===== config.mk =====
export PLATFORM = sky130hd
export DESIGN_NAME = truth_table_scanner
export DESIGN_NICKNAME = d
export VERILOG_FILES = /design/src/rtl/truth_table_scanner_pkg.sv /design/src/rtl/truth_table_scanner_vector_sequencer.sv /design/src/rtl/truth_table_scanner.sv
export SDC_FILE = /design/constraint.sdc
export NUM_CORES = 1
export LEC_CHECK = 0
export ABC_AREA = 1
export CORE_MARGIN = 10
export CORE_UTILIZATION = 30
export CTS_CLUSTER_SIZE = 10
export DETAILED_ROUTE_END_ITERATION = 12
export GPL_ROUTABILITY_DRIVEN = 1
export SYNTH_ARGS = -nofsm -noshare
export SYNTH_HDL_FRONTEND = slang
export SYNTH_SLANG_ARGS = --single-unit

===== constraint.sdc =====
create_clock -name clk -period 3.8 [get_ports clk]
set_input_delay 0.38 -clock clk [delete_from_list [all_inputs] [get_ports clk]]
set_output_delay 0.38 -clock clk [all_outputs]
set_load 0.1 [all_outputs]

===== src/rtl/truth_table_scanner_pkg.sv =====
// Shared types and helpers for the truth-table scanner: FSM states,
// binary-to-Gray coding and a population count over a minterm mask.
package truth_table_scanner_pkg;

  localparam int MAX_N     = 8;
  localparam int MAX_DEPTH = 1 << MAX_N;

  typedef logic [MAX_N:0]       wide_t;
  typedef logic [MAX_DEPTH-1:0] vec_t;

  typedef enum logic [1:0] {
    IDLE,
    APPLY,
    FIN
  } scan_state_t;

  // Reflected Gray code of value, limited to the low n_in bits.
  function automatic wide_t bin2gray(input wide_t value, input int n_in);
    wide_t g;
    g = '0;
    for (int i = 0; i < MAX_N; i++) begin
      if (i < n_in) g[i] = value[i] ^ value[i+1];
    end
    return g;
  endfunction

  function automatic wide_t popcount(input vec_t v);
    wide_t c;
    c = '0;
    for (int i = 0; i < MAX_DEPTH; i++) begin
      c = c + wide_t'(v[i]);
    end
    return c;
  endfunction

endpackage


===== src/rtl/truth_table_scanner_vector_sequencer.sv =====
// Walks the step counter through every input vector, holding each for
// SETTLE+1 cycles, and flags the cycle on which the output is sampled.
module vector_sequencer
  import truth_table_scanner_pkg::*;
#(
  parameter int N_IN   = 3,
  parameter int SETTLE = 1,
  parameter int GRAY   = 0
) (
  input  logic            clk,
  input  logic            reset,
  input  logic            load,
  input  logic            run,
  output logic [N_IN-1:0] code,
  output logic            sample_strobe,
  output logic            last
);

  localparam int DEPTH  = 1 << N_IN;
  localparam int HOLD_W = (SETTLE > 0) ? $clog2(SETTLE + 1) : 1;

  typedef logic [N_IN:0]     step_t;
  typedef logic [HOLD_W-1:0] hold_t;
  typedef logic [N_IN-1:0]   code_t;

  localparam step_t LAST_STEP = step_t'(DEPTH - 1);
  localparam hold_t HOLD_INIT = hold_t'(SETTLE);

  step_t step_reg, step_next;
  hold_t hold_reg, hold_next;

  assign last          = (step_reg == LAST_STEP);
  assign sample_strobe = run && (hold_reg == '0);

  generate
    if (GRAY != 0) begin : g_gray
      assign code = code_t'(bin2gray(wide_t'(step_reg), N_IN));
    end else begin : g_bin
      assign code = step_reg[N_IN-1:0];
    end
  endgenerate

  // The last vector leaves step parked; the FSM leaves APPLY on that strobe.
  always_comb begin
    step_next = step_reg;
    hold_next = hold_reg;
    if (load) begin
      step_next = '0;
      hold_next = HOLD_INIT;
    end else if (run) begin
      if (hold_reg == '0) begin
        if (!last) begin
          step_next = step_reg + step_t'(1);
          hold_next = HOLD_INIT;
        end
      end else begin
        hold_next = hold_reg - hold_t'(1);
      end
    end
  end

  always_ff @(posedge clk or posedge reset) begin
    if (reset) begin
      step_reg <= '0;
      hold_reg <= '0;
    end else begin
      step_reg <= step_next;
      hold_reg <= hold_next;
    end
  end

endmodule


===== src/rtl/truth_table_scanner.sv =====
// Drives every input combination onto a function under test, captures its
// output into a minterm mask and compares it against the expected mask.
module truth_table_scanner
  import truth_table_scanner_pkg::*;
#(
  parameter int N_IN   = 3,
  parameter int SETTLE = 1,
  parameter int GRAY   = 0
) (
  input  logic                 clk,
  input  logic                 reset,
  input  logic                 start,
  input  logic [(1<<N_IN)-1:0] expected,
  output logic [N_IN-1:0]      x_out,
  input  logic                 s_in,
  output logic                 busy,
  output logic                 done,
  output logic [(1<<N_IN)-1:0] minterms,
  output logic                 mismatch,
  output logic [N_IN:0]        err_count
);

  localparam int DEPTH = 1 << N_IN;

  typedef logic [N_IN:0]    cnt_t;
  typedef logic [DEPTH-1:0] mask_t;

  scan_state_t state_reg, state_next;
  mask_t       expected_reg, expected_next;
  mask_t       minterms_reg, minterms_next;
  logic        mismatch_reg, mismatch_next;
  cnt_t        err_reg, err_next;

  mask_t           captured;
  logic            load;
  logic            run;
  logic [N_IN-1:0] code;
  logic            sample_strobe;
  logic            last;

  assign run = (state_reg == APPLY);

  vector_sequencer #(
    .N_IN  (N_IN),
    .SETTLE(SETTLE),
    .GRAY  (GRAY)
  ) u_seq (
    .clk          (clk),
    .reset        (reset),
    .load         (load),
    .run          (run),
    .code         (code),
    .sample_strobe(sample_strobe),
    .last         (last)
  );

  // captured includes the bit being sampled this cycle, so the compare made
  // on the FIN entry edge already sees the final minterm.
  always_comb begin
    state_next    = state_reg;
    expected_next = expected_reg;
    minterms_next = minterms_reg;
    mismatch_next = mismatch_reg;
    err_next      = err_reg;
    load          = 1'b0;
    captured      = minterms_reg;
    captured[code] = s_in;
    case (state_reg)
      IDLE: begin
        if (start) begin
          load          = 1'b1;
          expected_next = expected;
          minterms_next = '0;
          mismatch_next = 1'b0;
          err_next      = '0;
          state_next    = APPLY;
        end
      end
      APPLY: begin
        if (sample_strobe) begin
          minterms_next = captured;
          if (last) begin
            mismatch_next = |(captured ^ expected_reg);
            err_next      = cnt_t'(popcount(vec_t'(captured ^ expected_reg)));
            state_next    = FIN;
          end
        end
      end
      FIN:     state_next = IDLE;
      default: state_next = IDLE;
    endcase
  end

  always_ff @(posedge clk or posedge reset) begin
    if (reset) begin
      state_reg    <= IDLE;
      expected_reg <= '0;
      minterms_reg <= '0;
      mismatch_reg <= 1'b0;
      err_reg      <= '0;
    end else begin
      state_reg    <= state_next;
      expected_reg <= expected_next;
      minterms_reg <= minterms_next;
      mismatch_reg <= mismatch_next;
      err_reg      <= err_next;
    end
  end

  assign x_out     = run ? code : '0;
  assign busy      = run;
  assign done      = (state_reg == FIN);
  assign minterms  = minterms_reg;
  assign mismatch  = mismatch_reg;
  assign err_count = err_reg;

endmodule


==> impl_metrics.py <==
metrics = {
    "sta": {
        "hold_viol": 0,
        "fin_crit_ns": 3.69,
        "relSlewSlack_pct": 29.8,
        "fmax_ghz": 0.271,
        "setup_viol": 0,
        "min_period_over_period_pct": 97.1,
        "skew_ns": 0.00251,
        "tightest_slew_ns": 1.05,
        "final.setup.tns_ns": 0,
        "slew_violations": 0,
    },
    "finish": {
        "area_delta_synth_final_pct": 31.6,
        "layout-drive-gt1-share_pct": 15.4,
        "layout_commonest_cell": "nand2_1",
        "mostFrequentLayoutCells": "nand2_1, inv_1, clkdlybuf4s50_1",
        "fill_cells": 577,
        "finalNetCount": 275,
        "diodes": 0,
    },
    "route": {
        "ant_nets": 0,
        "wirelength_um": 4210,
        "vias": 1532,
        "wire_per_inst_um": 12.9,
        "drt_iter0_drc": 63,
        "drc": 0,
        "dr.pass1.iters": 4,
        "viasPerCell": 4.71,
    },
    "cts": {
        "clk_latency_ns": 0.27,
        "cts.htree.levels": 1,
        "cts_buffers": 3,
        "cts_tree": "done",
        "clk_pin_slew_worst_paths_ns": 0.10,
        "root_buffer": "clkbuf_8",
        "clockBufferDepth": 2,
        "cts.sinks": 28,
        "cts_hold_buf": 0,
    },
    "synth": {
        "postSynthCellCount": 214,
        "netlist_area_um2": 1700,
        "yosysSeqAreaShare_pct": 41.2,
        "ys_types": 30,
        "synth_seq_cells": 28,
        "syn_area_per_cell_um2": 7.95,
        "syn-num-nets": 235,
        "synth_warnings": 0,
    },
    "worst_setup_path": {
        "startpoint_type": "flip-flop",
        "worst_setup_path_end_kind": "flip-flop",
        "r2r_cells": 14,
        "cp.arrival_ns": 3.86,
        "required_ns": 3.97,
        "critPathKind": "reg2reg",
        "critPathMaxFanout": 4,
    },
    "floorplan": {
        "die_w_um": 95.3,
        "pin_count": 30,
        "dieArea_um2": 9080,
        "start_util_pct": 30.9,
        "die_h_um": 95.3,
        "fp-row-count": 27,
        "placeableCoreArea_um2": 5510,
    },
    "grt": {
        "grt_pass1_vias": 1518,
        "grt_max_degree": 29,
        "grt.overflow.total": 0,
        "grt_antenna_before_repair": 0,
        "track_usage_pct": 9.67,
        "grt_pass1_wl_um": 6970,
    },
    "worst_hold_path": {
        "hp-class": "reg2reg",
        "hold_depth": 2,
    },
    "placement": {
        "hpwlAfterDp_um": 3240,
        "io_buffers": 29,
        "gp_congestion": 0.813,
    },
    "run_status": {
        "status": "complete, no violations",
    },
    "run": {
        "cap_violations": 0,
    },
}
critical path: stages (launching register included):
cell and delay (ns):
dfrtp_1 0.44, nor2_4 0.20, a21oi_2 0.09, a31oi_2 0.21
xor2_1 0.14, fa_1 0.54, inv_1 0.06, fa_1 0.53
inv_1 0.05, fa_1 0.47, inv_1 0.07, ha_2 0.18
inv_2 0.04, fa_2 0.51, o21ai_1 0.05
layer usage:
layer / track usage [%] / routed length, um / vias up
li1: - / - / 779
met1: 12.6 / 2000 / 712
met2: 15.3 / 1870 / 39
met3: 2.99 / 305 / 2
met4: 2.12 / 23 / 0
met5: 0 / 0 / -
area by class of cell:
| cell class | instances | area, um^2 | share of cell area, % |
|---|---|---|---|
| clock buffers | 4 | 55.1 | 2.46 |
| inverters | 39 | 149 | 6.65 |
| multi-input cells | 142 | 860 | 38.4 |
| flip-flops and latches | 28 | 706 | 31.5 |
| well taps | 72 | 90.1 | 4.02 |
| repair buffers | 40 | 379 | 16.9 |
Yosys cell counts (all sizes together):
master	count	area, um^2
nand3	23	115
buf	4	20.0
ha	5	62.6
and2	1	6.26
dfrtp	28	701
clkbuf	1	3.75
nor3	3	26.3
nand3b	1	7.51
nand4	10	62.6
fa	4	80.1
nor2	13	77.6
o21ai	18	93.8
inv	38	145
nor3b	1	12.5
a21oi	4	23.8
a31oi	2	12.5
xor2	3	26.3
nand2	50	195
o22ai	4	25.0
clkinv	1	3.75
metrics by stage:
step	hold WS (ns)	std cells	area (um^2)	setup WS [ns]	util [%]
2_1_floorplan	0.445	214	1700	0.0733	-
3_3_place_gp	0.465	321	2140	-0.0806	38.9
3_5_place_dp	0.466	321	2140	-0.213	38.9
4_1_cts	0.493	325	2200	0.0530	40.0
5_1_grt	0.498	325	2240	-0.0564	40.6
6_report	0.486	325	2240	0.111	40.6
final timing paths:
| check | from | to | slack, ns |
|---|---|---|---|
| min reg2reg | err_count[0] | err_count[0] | 0.49 |
| min in group asynchronous | reset | minterms[2] | 0.66 |
| max reg2reg | u_seq.step_reg[2] | err_count[1] | 0.11 |
| max in group asynchronous | reset | minterms[1] | 2.43 |
| max | u_seq.step_reg[2] | err_count[1] | 0.11 |
| min | err_count[0] | err_count[0] | 0.49 |
cells by family (layout without fill, tap and decap cells):
kind of cell,Yosys count,after routing,synth area share [%]
AO/OA/AOI/OAI,28,28,9.12
buffers and inverters,44,83,10.2
XOR/XNOR,3,3,1.55
flip-flops,28,28,41.2
adder cells (fa/ha/maj),9,9,8.39
AND/OR/NAND/NOR,102,102,29.6
repair_timing:
item / 4_1_cts / 5_1_grt
buffers inserted: 0 / 0
resized for setup: 1 / 12
pin swaps: 0 / 6
setup endpoints to repair: 2 / 2
gates cloned: 0 / 0
Power is left out: the tool's default activity adds up to more than one toggle a clock period on the data nets, which glitch-free logic cannot reach.
